**src/rtl/simple_pkg.sv**
```systemverilog
// Shared types and defaults for the CPU run-control front end.
package simple_pkg;

    localparam int ADDR_W_DEF = 12;

    typedef enum logic [2:0] {
        IDLE,
        STEP,
        RUN,
        STOPPING,
        HALT
    } state_t;

    // Phase counter enable is asserted whenever an instruction may be in flight.
    function automatic logic state_exec(input state_t s);
        return (s == STEP) || (s == RUN) || (s == STOPPING);
    endfunction

    function automatic logic state_running(input state_t s);
        return (s == RUN) || (s == STOPPING);
    endfunction

endpackage

```
**src/rtl/btn_debounce.sv**
```systemverilog
// Push-button conditioning: 2-flop synchronizer, stability counter and a
// one-cycle press pulse on each accepted 0->1 transition of the stable level.
module btn_debounce #(
    parameter int DEBOUNCE_CYCLES = 50000,
    parameter int DB_W            = 16
) (
    input  logic clk,
    input  logic reset,
    input  logic btn,
    output logic press
);

    localparam logic [DB_W-1:0] LAST = DB_W'(DEBOUNCE_CYCLES - 1);

    logic            sync_q1;
    logic            sync_q2;
    logic            stable;
    logic [DB_W-1:0] count;

    // Synchronize, then accept a new level only after it has held long enough.
    always_ff @(posedge clk or posedge reset) begin
        if (reset) begin
            sync_q1 <= 1'b0;
            sync_q2 <= 1'b0;
            stable  <= 1'b0;
            count   <= '0;
            press   <= 1'b0;
        end else begin
            sync_q1 <= btn;
            sync_q2 <= sync_q1;
            press   <= 1'b0;
            if (sync_q2 != stable) begin
                if (count == LAST) begin
                    stable <= sync_q2;
                    count  <= '0;
                    press  <= sync_q2;
                end else begin
                    count <= count + 1'b1;
                end
            end else begin
                count <= '0;
            end
        end
    end

endmodule

```
**src/rtl/exec_sequencer.sv**
```systemverilog
// Run control in front of the phase counter: single-step, free-run and halt.
// Optional feature macro: BREAKPOINT_EN (stop RUN after the instruction at bp_addr).
//
// state    | meaning
// ---------+-----------------------------------------------------------
// IDLE     | stopped, exec low, waiting for a step or run press
// STEP     | executing exactly one instruction
// RUN      | free-running until a press, halt or breakpoint
// STOPPING | stop requested, finishing the current instruction
// HALT     | halt instruction retired; only reset leaves
module exec_sequencer
    import simple_pkg::*;
#(
    parameter int DEBOUNCE_CYCLES = 50000,
    parameter int DB_W            = 16,
    parameter int ADDR_W          = ADDR_W_DEF
) (
    input  logic              clk,
    input  logic              reset,
    input  logic              exec_btn,
    input  logic              mode_btn,
    input  logic              instr_done,
    input  logic              halt_req,
    input  logic [ADDR_W-1:0] pc,
    input  logic [ADDR_W-1:0] bp_addr,
    output logic              exec,
    output logic              running,
    output logic              halted,
    output logic              bp_hit
);

    state_t state;
    state_t state_nxt;
    logic   exec_press;
    logic   mode_press;
    logic   bp_match;
    logic   bp_stop;

    btn_debounce #(
        .DEBOUNCE_CYCLES(DEBOUNCE_CYCLES),
        .DB_W           (DB_W)
    ) u_exec_db (
        .clk  (clk),
        .reset(reset),
        .btn  (exec_btn),
        .press(exec_press)
    );

    btn_debounce #(
        .DEBOUNCE_CYCLES(DEBOUNCE_CYCLES),
        .DB_W           (DB_W)
    ) u_mode_db (
        .clk  (clk),
        .reset(reset),
        .btn  (mode_btn),
        .press(mode_press)
    );

`ifdef BREAKPOINT_EN
    assign bp_match = instr_done && (pc == bp_addr);
`else
    logic unused_bp;
    assign unused_bp = ^{pc, bp_addr};
    assign bp_match  = 1'b0;
`endif

    // Next-state decision; stops are only taken on an instruction boundary.
    always_comb begin
        state_nxt = state;
        bp_stop   = 1'b0;
        case (state)
            IDLE: begin
                if (exec_press) begin
                    state_nxt = STEP;
                end else if (mode_press) begin
                    state_nxt = RUN;
                end
            end
            STEP: begin
                if (instr_done) begin
                    state_nxt = halt_req ? HALT : IDLE;
                end
            end
            RUN: begin
                if (instr_done && halt_req) begin
                    state_nxt = HALT;
                end else if (bp_match) begin
                    state_nxt = IDLE;
                    bp_stop   = 1'b1;
                end else if (exec_press || mode_press) begin
                    state_nxt = STOPPING;
                end
            end
            STOPPING: begin
                if (instr_done) begin
                    state_nxt = halt_req ? HALT : IDLE;
                end
            end
            HALT: begin
                state_nxt = HALT;
            end
            default: begin
                state_nxt = IDLE;
            end
        endcase
    end

    // State and all outputs advance together so exec drops on the edge
    // that ends the instr_done cycle.
    always_ff @(posedge clk or posedge reset) begin
        if (reset) begin
            state   <= IDLE;
            exec    <= 1'b0;
            running <= 1'b0;
            halted  <= 1'b0;
            bp_hit  <= 1'b0;
        end else begin
            state   <= state_nxt;
            exec    <= state_exec(state_nxt);
            running <= state_running(state_nxt);
            halted  <= (state_nxt == HALT);
            bp_hit  <= bp_stop;
        end
    end

endmodule

```
**config.mk**
```make
export PLATFORM = sky130hd
export DESIGN_NAME = exec_sequencer
export DESIGN_NICKNAME = d
export VERILOG_FILES = /design/src/rtl/simple_pkg.sv /design/src/rtl/btn_debounce.sv /design/src/rtl/exec_sequencer.sv
export SDC_FILE = /design/constraint.sdc
export NUM_CORES = 1
export LEC_CHECK = 0
export CORE_AREA = 2 2 93 50
export DETAILED_ROUTE_END_ITERATION = 8
export DIE_AREA = 0 0 95 52
export PLACE_DENSITY = 0.78
export SLEW_MARGIN = 20
export SYNTH_ARGS = -nofsm -noshare
export SYNTH_HDL_FRONTEND = slang
export SYNTH_HIERARCHICAL = 1
export SYNTH_SLANG_ARGS = --single-unit
```
**constraint.sdc**
```tcl
create_clock -name clk -period 2.1 [get_ports clk]
set_input_delay 0.63 -clock clk [delete_from_list [all_inputs] [get_ports clk]]
set_output_delay 0.63 -clock clk [all_outputs]
set_load 0.1 [all_outputs]
```
* Word level (Yosys, flattened, before mapping)
Index checks and enable logic that the tools add are counted.
Cells by class: multiplexer cells 15, eq/ne operators 12, reductions and logical operators 9, add/sub/neg operators 2
Operators by type and width (count):
- 16-bit two-way mux | 4
- 16-bit by 1-bit adder with 16-bit output (second input constant) | 2
- 16-bit == test (second input constant) | 2
- 3-bit two-way mux | 6
- 3-bit by 2-bit == test with 1-bit output (second input constant) | 4
- 3-bit one-hot mux with 4 select lines | 1
- 3-bit by 1-bit == test with 1-bit output (second input constant) | 2
- 3-bit == test (second input constant) | 2
- 1-bit logical OR | 4
- 1-bit two-way mux | 4
- 2-bit AND reduction | 2
- 3-bit logical NOT | 1
- 1-bit inequality test | 2
- 2-bit OR reduction | 1
- 1-bit logical AND | 1
Word-level totals: bits in registers 46, word-level logic and storage cells 52, output and inout bits 4, input bits 30

* Depth between registers and ports, before layout
Gate-level depths: netlist (run 1).
depth in word-level cells 7, depth in mapped cells 6, gate-level depth less buffers 5

* Hierarchy
The synthesis (run 1) kept the hierarchy.
Modules (own cells, without submodules):
- btn_debounce | area an instance 930.9 µm², cells each 87, instances 2
- exec_sequencer | area an instance 271.5 µm², cells each 23, instances 1

* Worst setup path after synthesis (run 1)
No wires, ideal clock.
path type flip-flop to flip-flop, start register u_exec_db.count[7], end register u_exec_db.count[14], cell stages (with the launch flop) 5, slack 0.570 ns, data arrival time 1.452 ns, library setup time 0.077 ns, clock period less this slack 1.530 ns, path through dfrtp_1 > nand4_2 > or3_1 > or4_1 > a21oi_1
Between the ends: cells in the longest elaborated chain, start to end 3
Ends and longest elaborated chain:
- start, declared | RTL line btn_debounce.sv:18 | logic [DB_W-1:0] count;
- start signal, assigned | RTL line btn_debounce.sv:38 | count <= count + 1'b1;
- 16-bit by 1-bit adder with 16-bit output / 16-bit == test (equally long branches) | RTL line btn_debounce.sv:38, btn_debounce.sv:33
- 16-bit two-way mux (*) | RTL line btn_debounce.sv:33 | if (count == LAST) begin
- 16-bit two-way mux (*) | RTL line btn_debounce.sv:32 | if (sync_q2 != stable) begin
Mark *: on every way between the ends. The rest lies on a longest branch, timed or not. A chain may end at the register's enable or synchronous reset.

* Final worst setup path (run 1)
start register u_mode_db.count[7], end register u_mode_db.count[14]
Between the ends: cells in the longest elaborated chain, start to end 3
Ends and longest elaborated chain (RTL line):
- start, declared | btn_debounce.sv:18
- start signal, assigned | btn_debounce.sv:38
- 16-bit by 1-bit adder with 16-bit output / 16-bit == test (equally long branches) | btn_debounce.sv:38, btn_debounce.sv:33
- 16-bit two-way mux (*) | btn_debounce.sv:33
- 16-bit two-way mux (*) | btn_debounce.sv:32
Marked as above.

==> results.cfg, run 1 <==
[timing]
finalMaxSlewViolations = 0
fin_skew_ps = 6.167
hold-worst-slack_ps = 354.0
finalSetupViolations = 0
finalHoldViolCount = 0
grt_setup_unrepaired = no
period_share_pct = 82.52
fin_crit_ps = 1733
fmax_mhz = 577.0
tns_ps = 0
layout_setup_ws_ps = 367.0

[power_and_ir_drop]
irDropWorstVdd_uv = 281.1
combPwrFrac_pct = 9.5
power_frac_clock_pct = 37.1
swShare_pct = 24.55
p_switching_uw = 429.9
internal_power_mw = 1.321
p_per_area_nw_per_um2 = 719.6
finalPower_mw = 1.751
p_leak_nw = 1.047
p_seq_share_pct = 53.4

[placed_design]
hpwlAfterDp_um = 2722
numPortBuffers = 8
dpl_worst_slack_ps = 396.3
dpl.cell_count = 262
gp_congestion = 0.8137

[final_layout]
syn2layout_area_growth_pct = 14.08
drive_above_1_share_pct = 10.33
fin_nets = 244
diodes = 0
finalNonFillerCells = 270

[min_path]
hold_path_end = u_exec_db/sync_q2
hold_class = reg2reg
min_from = u_exec_db/sync_q1
whs_path_depth = 0

[clock_tree]
numCtsBuffers = 5
cts_sinks = 46
cts_resized = 0
hold_buffers = 0
clkSlewWorstSetupHoldPaths_ps = 90
post-cts-setup-buffers = 0
clockBufferDepth = 2
cts_root_buf = clkbuf_8
cts_tree = done
htreeDepth = 2
clk_latency_ps = 300

[yosys]
netlist_instances = 197
ys_ff_latch = 46
syn_avg_cell_area_um2 = 10.83
yosysSeqAreaShare_pct = 53.96
netlist_area_um2 = 2133
ys_top_cells_by_area = dfrtp_1 54%, xnor2_1 9.0%, nor2_1 5.8%
synth.largest_area_cell = dfrtp_1
synth_top_area_share_pct = 53.96
ys_types = 32
syn-num-nets = 229
synth-warning-count = 6

[die]
io_pins = 34
fp.dieW_um = 95
coreArea_um2 = 4190
start_util_pct = 50.91
fp.dieH_um = 52
die_area_um2 = 4940
fp-row-count = 17

[critical_path]
r2r-end = u_mode_db/count[14]
cp_cell_sequence = nand4_2 -> or3_1 -> or4_1 -> a21oi_1
cpPeakStageDelay_ps = 480
arrival_ps = 1950
cp_max_fo = 6
rr_startpoint = u_mode_db/count[7]
cpMaxStageDelayCell = dfrtp_1
worstSetupStartpointType = flop
endpoint_kind = flop
crit_required_ps = 2320
reg2reg_depth = 4
crit_type = reg2reg
rrSetupSlack_ps = 370

[detailed_routing]
postRouteWirelength_um = 3924
wl_per_cell_um = 14.53
via_per_inst = 5.341
dr_total_vias = 1442
ant_nets = 0
drc = 0
dr.pass1.iters = 4
drtIter0Drc = 135

[grt]
grt_usage_pct = 18.78
grt_pass1_wl_um = 6913
grt_pass1_vias = 1405
grt_max_degree = 21
gr-total-overflow = 0
antenna_found_initial = 0

[flow_run]
drv_cap = 0

[outcome]
status = complete, no violations
-- per-stage QoR --
stage | cell area, µm² | utilization (%)
finish | 2434 | 58.08
global route | 2434 | 58.08
CTS | 2434 | 58.08
detailed placement | 2320 | 55.36
global placement | 2320 | 55.36
floorplan | 2133 | -
-- Yosys cell counts (all sizes together) --
| cell | number |
|---|---|
| inv | 12 |
| or4 | 2 |
| or3 | 2 |
| xor2 | 6 |
| dfrtp | 46 |
| nor4 | 7 |
| mux2 | 2 |
| mux2i | 2 |
| a21oi | 2 |
| xnor2 | 22 |
| a211oi | 3 |
| nand3b | 1 |
| o31ai | 2 |
| nor3 | 8 |
| nand2 | 6 |
| o211a | 2 |
| and3 | 4 |
| ha | 2 |
| buf | 3 |
| nor4b | 2 |
| nor3b | 3 |
| nand3 | 10 |
| nand4 | 8 |
| o211ai | 1 |
| conb | 1 |
| a21o | 1 |
| nor2 | 33 |
| nor4bb | 4 |
-- state kept, by name, summed over array words and instances, names as in the netlist --
name and cells:
running 1, u_mode_db/sync_q2 1, u_exec_db/count 16, halted 1, u_mode_db/stable 1, state 3
u_exec_db/stable 1, u_mode_db/sync_q1 1, u_mode_db/press 1, exec 1, u_mode_db/count 16, u_exec_db/sync_q1 1
u_exec_db/sync_q2 1, u_exec_db/press 1
-- logic make-up (layout without fill, tap and decap cells) --
group / Yosys count / after routing / synth area share (%)
buf+inv: 15 / 31 / 2.933
flops: 46 / 46 / 53.96
compound gates: 11 / 11 / 3.871
xor+xnor: 28 / 28 / 11.50
simple gates: 90 / 90 / 24.40
other cells: 1 / 1 / 0.1758
fa+ha+maj: 2 / 2 / 1.173
mux: 4 / 4 / 1.994
-- routing by layer --
metal | part of all wire (%) | vias up | global-route usage [%]
met5 | 0 | - | 0
met3 | 6.1 | 4 | 5.217
met1 | 56 | 680 | 30.31
met2 | 37 | 46 | 23.29
li1 | - | 712 | -
met4 | 0.94 | 0 | 6.522
-- worst max-delay path: cells and delay by family (launching register included) --
kind | cells | cell delay (ps)
flops | 1 | 480
simple gates | 3 | 1030
compound gates | 1 | 160
-- power groups by stage --
stage	Clock (mW)	Combinational (mW)	Sequential (mW)
2_1_floorplan	0	0.0628	0.990
3_3_place_gp	0	0.162	0.950
3_5_place_dp	0	0.165	0.952
4_1_cts	0.675	0.167	0.934
5_1_grt	0.701	0.180	0.940
6_report	0.650	0.166	0.935
-- cell usage in the layout, fill, tap and decap left out, types with 3 or more instances in the layout --
cell type and n:
nor2_1 33, nor3b_1 3, clkbuf_8 5, nor4bb_1 4, nand2_1 4, clkdlybuf4s50_1 5
and3_1 4, nand4_2 4, a211oi_1 3, buf_12 3, nand4_1 4, inv_1 12
nor3_1 8, dfrtp_1 46, buf_4 3, xor2_1 6, nand3_1 8, nor4_1 7
xnor2_1 22
-- final cells by class --
type                            count  area (µm²)
Clock buffer                        5       68.82
Clock inverter                      3       45.04
Fill cell                         341        1757
Inverter                           12       45.04
Multi-Input combinational cell    136       919.6
Sequential cell                    46        1151
Tap cell                           57       71.32
Timing Repair Buffer               11       132.6
-- worst max-delay path by stage --
stage,cells past startpoint,start,slack [ps],endpoint
2_1_floorplan,4,u_exec_db/count[7],570,u_exec_db/count[14]
3_3_place_gp,3,halt_req,410,exec
3_5_place_dp,3,halt_req,400,exec
4_1_cts,4,u_mode_db/count[7],390,u_mode_db/count[14]
5_1_grt,4,u_exec_db/count[7],280,u_exec_db/count[14]
6_report,4,u_mode_db/count[7],370,u_mode_db/count[14]
Note: power is estimated with default switching activity, not from simulation.
==> inputs of run 2 (changes only) <==
- CORE_AREA: 2 2 93 50 -> 2 2 98 53
- DIE_AREA: 0 0 95 52 -> 0 0 100 55
- PLACE_DENSITY: 0.78 -> 0.73
- clock period: 2.1 -> 1.5 ns (I/O delays scaled with it)
==> run 2 against run 1 <==
Against the previous run:
- the flow now finishes with violations (negative setup slack)
- design area up 25%
- maximum frequency up 5.0%
- sequential share of layout area down 9.5 points
- via count up 21%
- cell count up 14%
- hold slack worse by 5.7 ps
- critical path depth unchanged
- first-iteration DRC count down 12%
- register-to-register slack worse by 520 ps
- sequential power up 40%
- flip-flop and latch count unchanged
- largest cell class is now multi-input gates
- largest power group unchanged
==> results.cfg, run 2 (synthesized netlist as in run 1, its figures left out) <==
[power_and_ir_drop]
p_leak_nw = 1.297
irDropWorstVdd_uv = 501.4
power_frac_clock_pct = 36.7
swShare_pct = 25.46
p_per_area_nw_per_um2 = 820.0
p_switching_uw = 637.1
finalPower_mw = 2.502
p_seq_share_pct = 52.3
internal_power_mw = 1.865
combPwrFrac_pct = 10.9

[critical_path]
crit_buf_inv = 0
path_depth = 4
crit_required_ps = 1740
crit_type = reg2reg
cpMaxStageDelayCell = dfrtp_1
rr_startpoint = u_exec_db/count[11]
startpoint = u_exec_db/count[11]
cpPeakStageDelay_ps = 520
crit_family = simple AND/OR/NAND/NOR gates
r2r-end = u_exec_db/count[14]
arrival_ps = 1890
worstSetupStartpointType = flop
endpoint_kind = flop
reg2reg_depth = 4
rrSetupSlack_ps = -150
cp-endpoint = u_exec_db/count[14]
cp_cell_sequence = nand2_1 -> or3_4 -> or4_4 -> a21oi_2
cp_max_fo = 5

[final_layout]
fin_nets = 280
final_cell_mix = 44 x dfrtp_1, 33 x buf_4, 22 x xnor2_1
syn2layout_area_growth_pct = 43.05
reg.largest.list = u_exec_db/count x16, u_mode_db/count x16, state x3
drive_above_1_share_pct = 40.96
final_util_pct = 65.14
layout_commonest_cell = dfrtp_1
diodes = 0
n_fill_cell = 323

[detailed_routing]
dr_total_vias = 1738
via_per_inst = 5.625
drtIter0Drc = 119
drc = 0
dr.pass1.iters = 4
postRouteWirelength_um = 5515
wl_per_cell_um = 17.85
ant_nets = 0

[grt]
grt_pass1_vias = 1453
grt_usage_pct = 17.67
grt_max_degree = 21
antenna_found_initial = 0
grt_pass1_wl_um = 7169
gr-total-overflow = 0

[timing]
finalMaxSlewViolations = 0
tns_ps = -2380
grt_setup_unrepaired = yes
fmax_mhz = 606.1
fin_skew_ps = 7.529
worst_pin_slew_ps = 558.5
slew_headroom_pct = 62.73
period_share_pct = 110.0
fin_crit_ps = 1650
finalHoldViolCount = 0
finalSetupViolations = 27
layout_setup_ws_ps = -150.0

[outcome]
status = complete, but fails checks
violations = negative setup slack

[die]
die_area_um2 = 5500
fp.dieH_um = 55
fp.dieW_um = 100
io_pins = 34
coreArea_um2 = 4684
start_util_pct = 45.54
fp-row-count = 18

[flow_run]
drv_cap = 0

[placed_design]
hpwlAfterDp_um = 2968
numPortBuffers = 8
gp_congestion = 0.8277

[clock_tree]
clk_latency_ps = 310
clockBufferDepth = 2
htreeDepth = 2
cts_sinks = 46
cts_root_buf = clkbuf_8
numCtsBuffers = 5
cts_tree = done
clkSlewWorstSetupHoldPaths_ps = 80
hold_buffers = 0

[min_path]
hold_class = reg2reg
## run 2: cell type report
type | count | area, µm² | area share (%)
tap | 60 | 75.07 | 2.460
clock buffer | 5 | 68.82 | 2.255
sequential | 46 | 1154 | 37.80
inverter | 12 | 45.04 | 1.476
timing repair buffer | 45 | 411.6 | 13.49
clock inverter | 3 | 40.04 | 1.312
multi-input combinational | 138 | 1257 | 41.21
## run 2: worst min path at each step
stage / start / end / cells after the start
after CTS: u_mode_db/sync_q1 / u_mode_db/sync_q2 / 0
after detailed placement: u_exec_db/sync_q1 / u_exec_db/sync_q2 / 0
after floorplan: reset / exec / 1
final: u_mode_db/sync_q1 / u_mode_db/sync_q2 / 0
after global placement: u_mode_db/sync_q1 / u_mode_db/sync_q2 / 0
after global routing: u_mode_db/sync_q1 / u_mode_db/sync_q2 / 0
## run 2: metal layers
layer,GRT usage [%],wire length (µm),part of all wire (%),vias up
met2,23.76,2509,45,79
met3,3.894,474,8.6,9
met5,0,0,0,-
met1,27.11,2432,44,859
li1,-,-,-,791
met4,7.534,98,1.8,0
## run 2: stage by stage
step | setup slack [ps] | instance area (µm²) | hold slack (ps) | std cells
after floorplan | -13.40 | 2133 | 241.0 | 197
after global placement | -117.2 | 2516 | 332.7 | 289
after detailed placement | -44.96 | 2516 | 334.7 | 289
after CTS | -50.22 | 2709 | 353.3 | 300
after global routing | -188.3 | 3052 | 362.8 | 309
final | -150.0 | 3052 | 348.3 | 309
## run 2: power by group through the flow
stage	registers [mW]	clock network, mW	logic, mW
finish	1.31	0.919	0.274
global route	1.31	0.991	0.294
CTS	1.31	0.933	0.249
detailed placement	1.33	0	0.246
global placement	1.33	0	0.244
floorplan	1.39	0	0.0879
## run 2: timing repair
| action | CTS | global route |
|---|---|---|
| gates resized for setup | 11 | 56 |
| gates cloned | 0 | 2 |
| pin swaps | 3 | 14 |
| setup buffers | 3 | 7 |
| setup endpoints to repair | 19 | 32 |
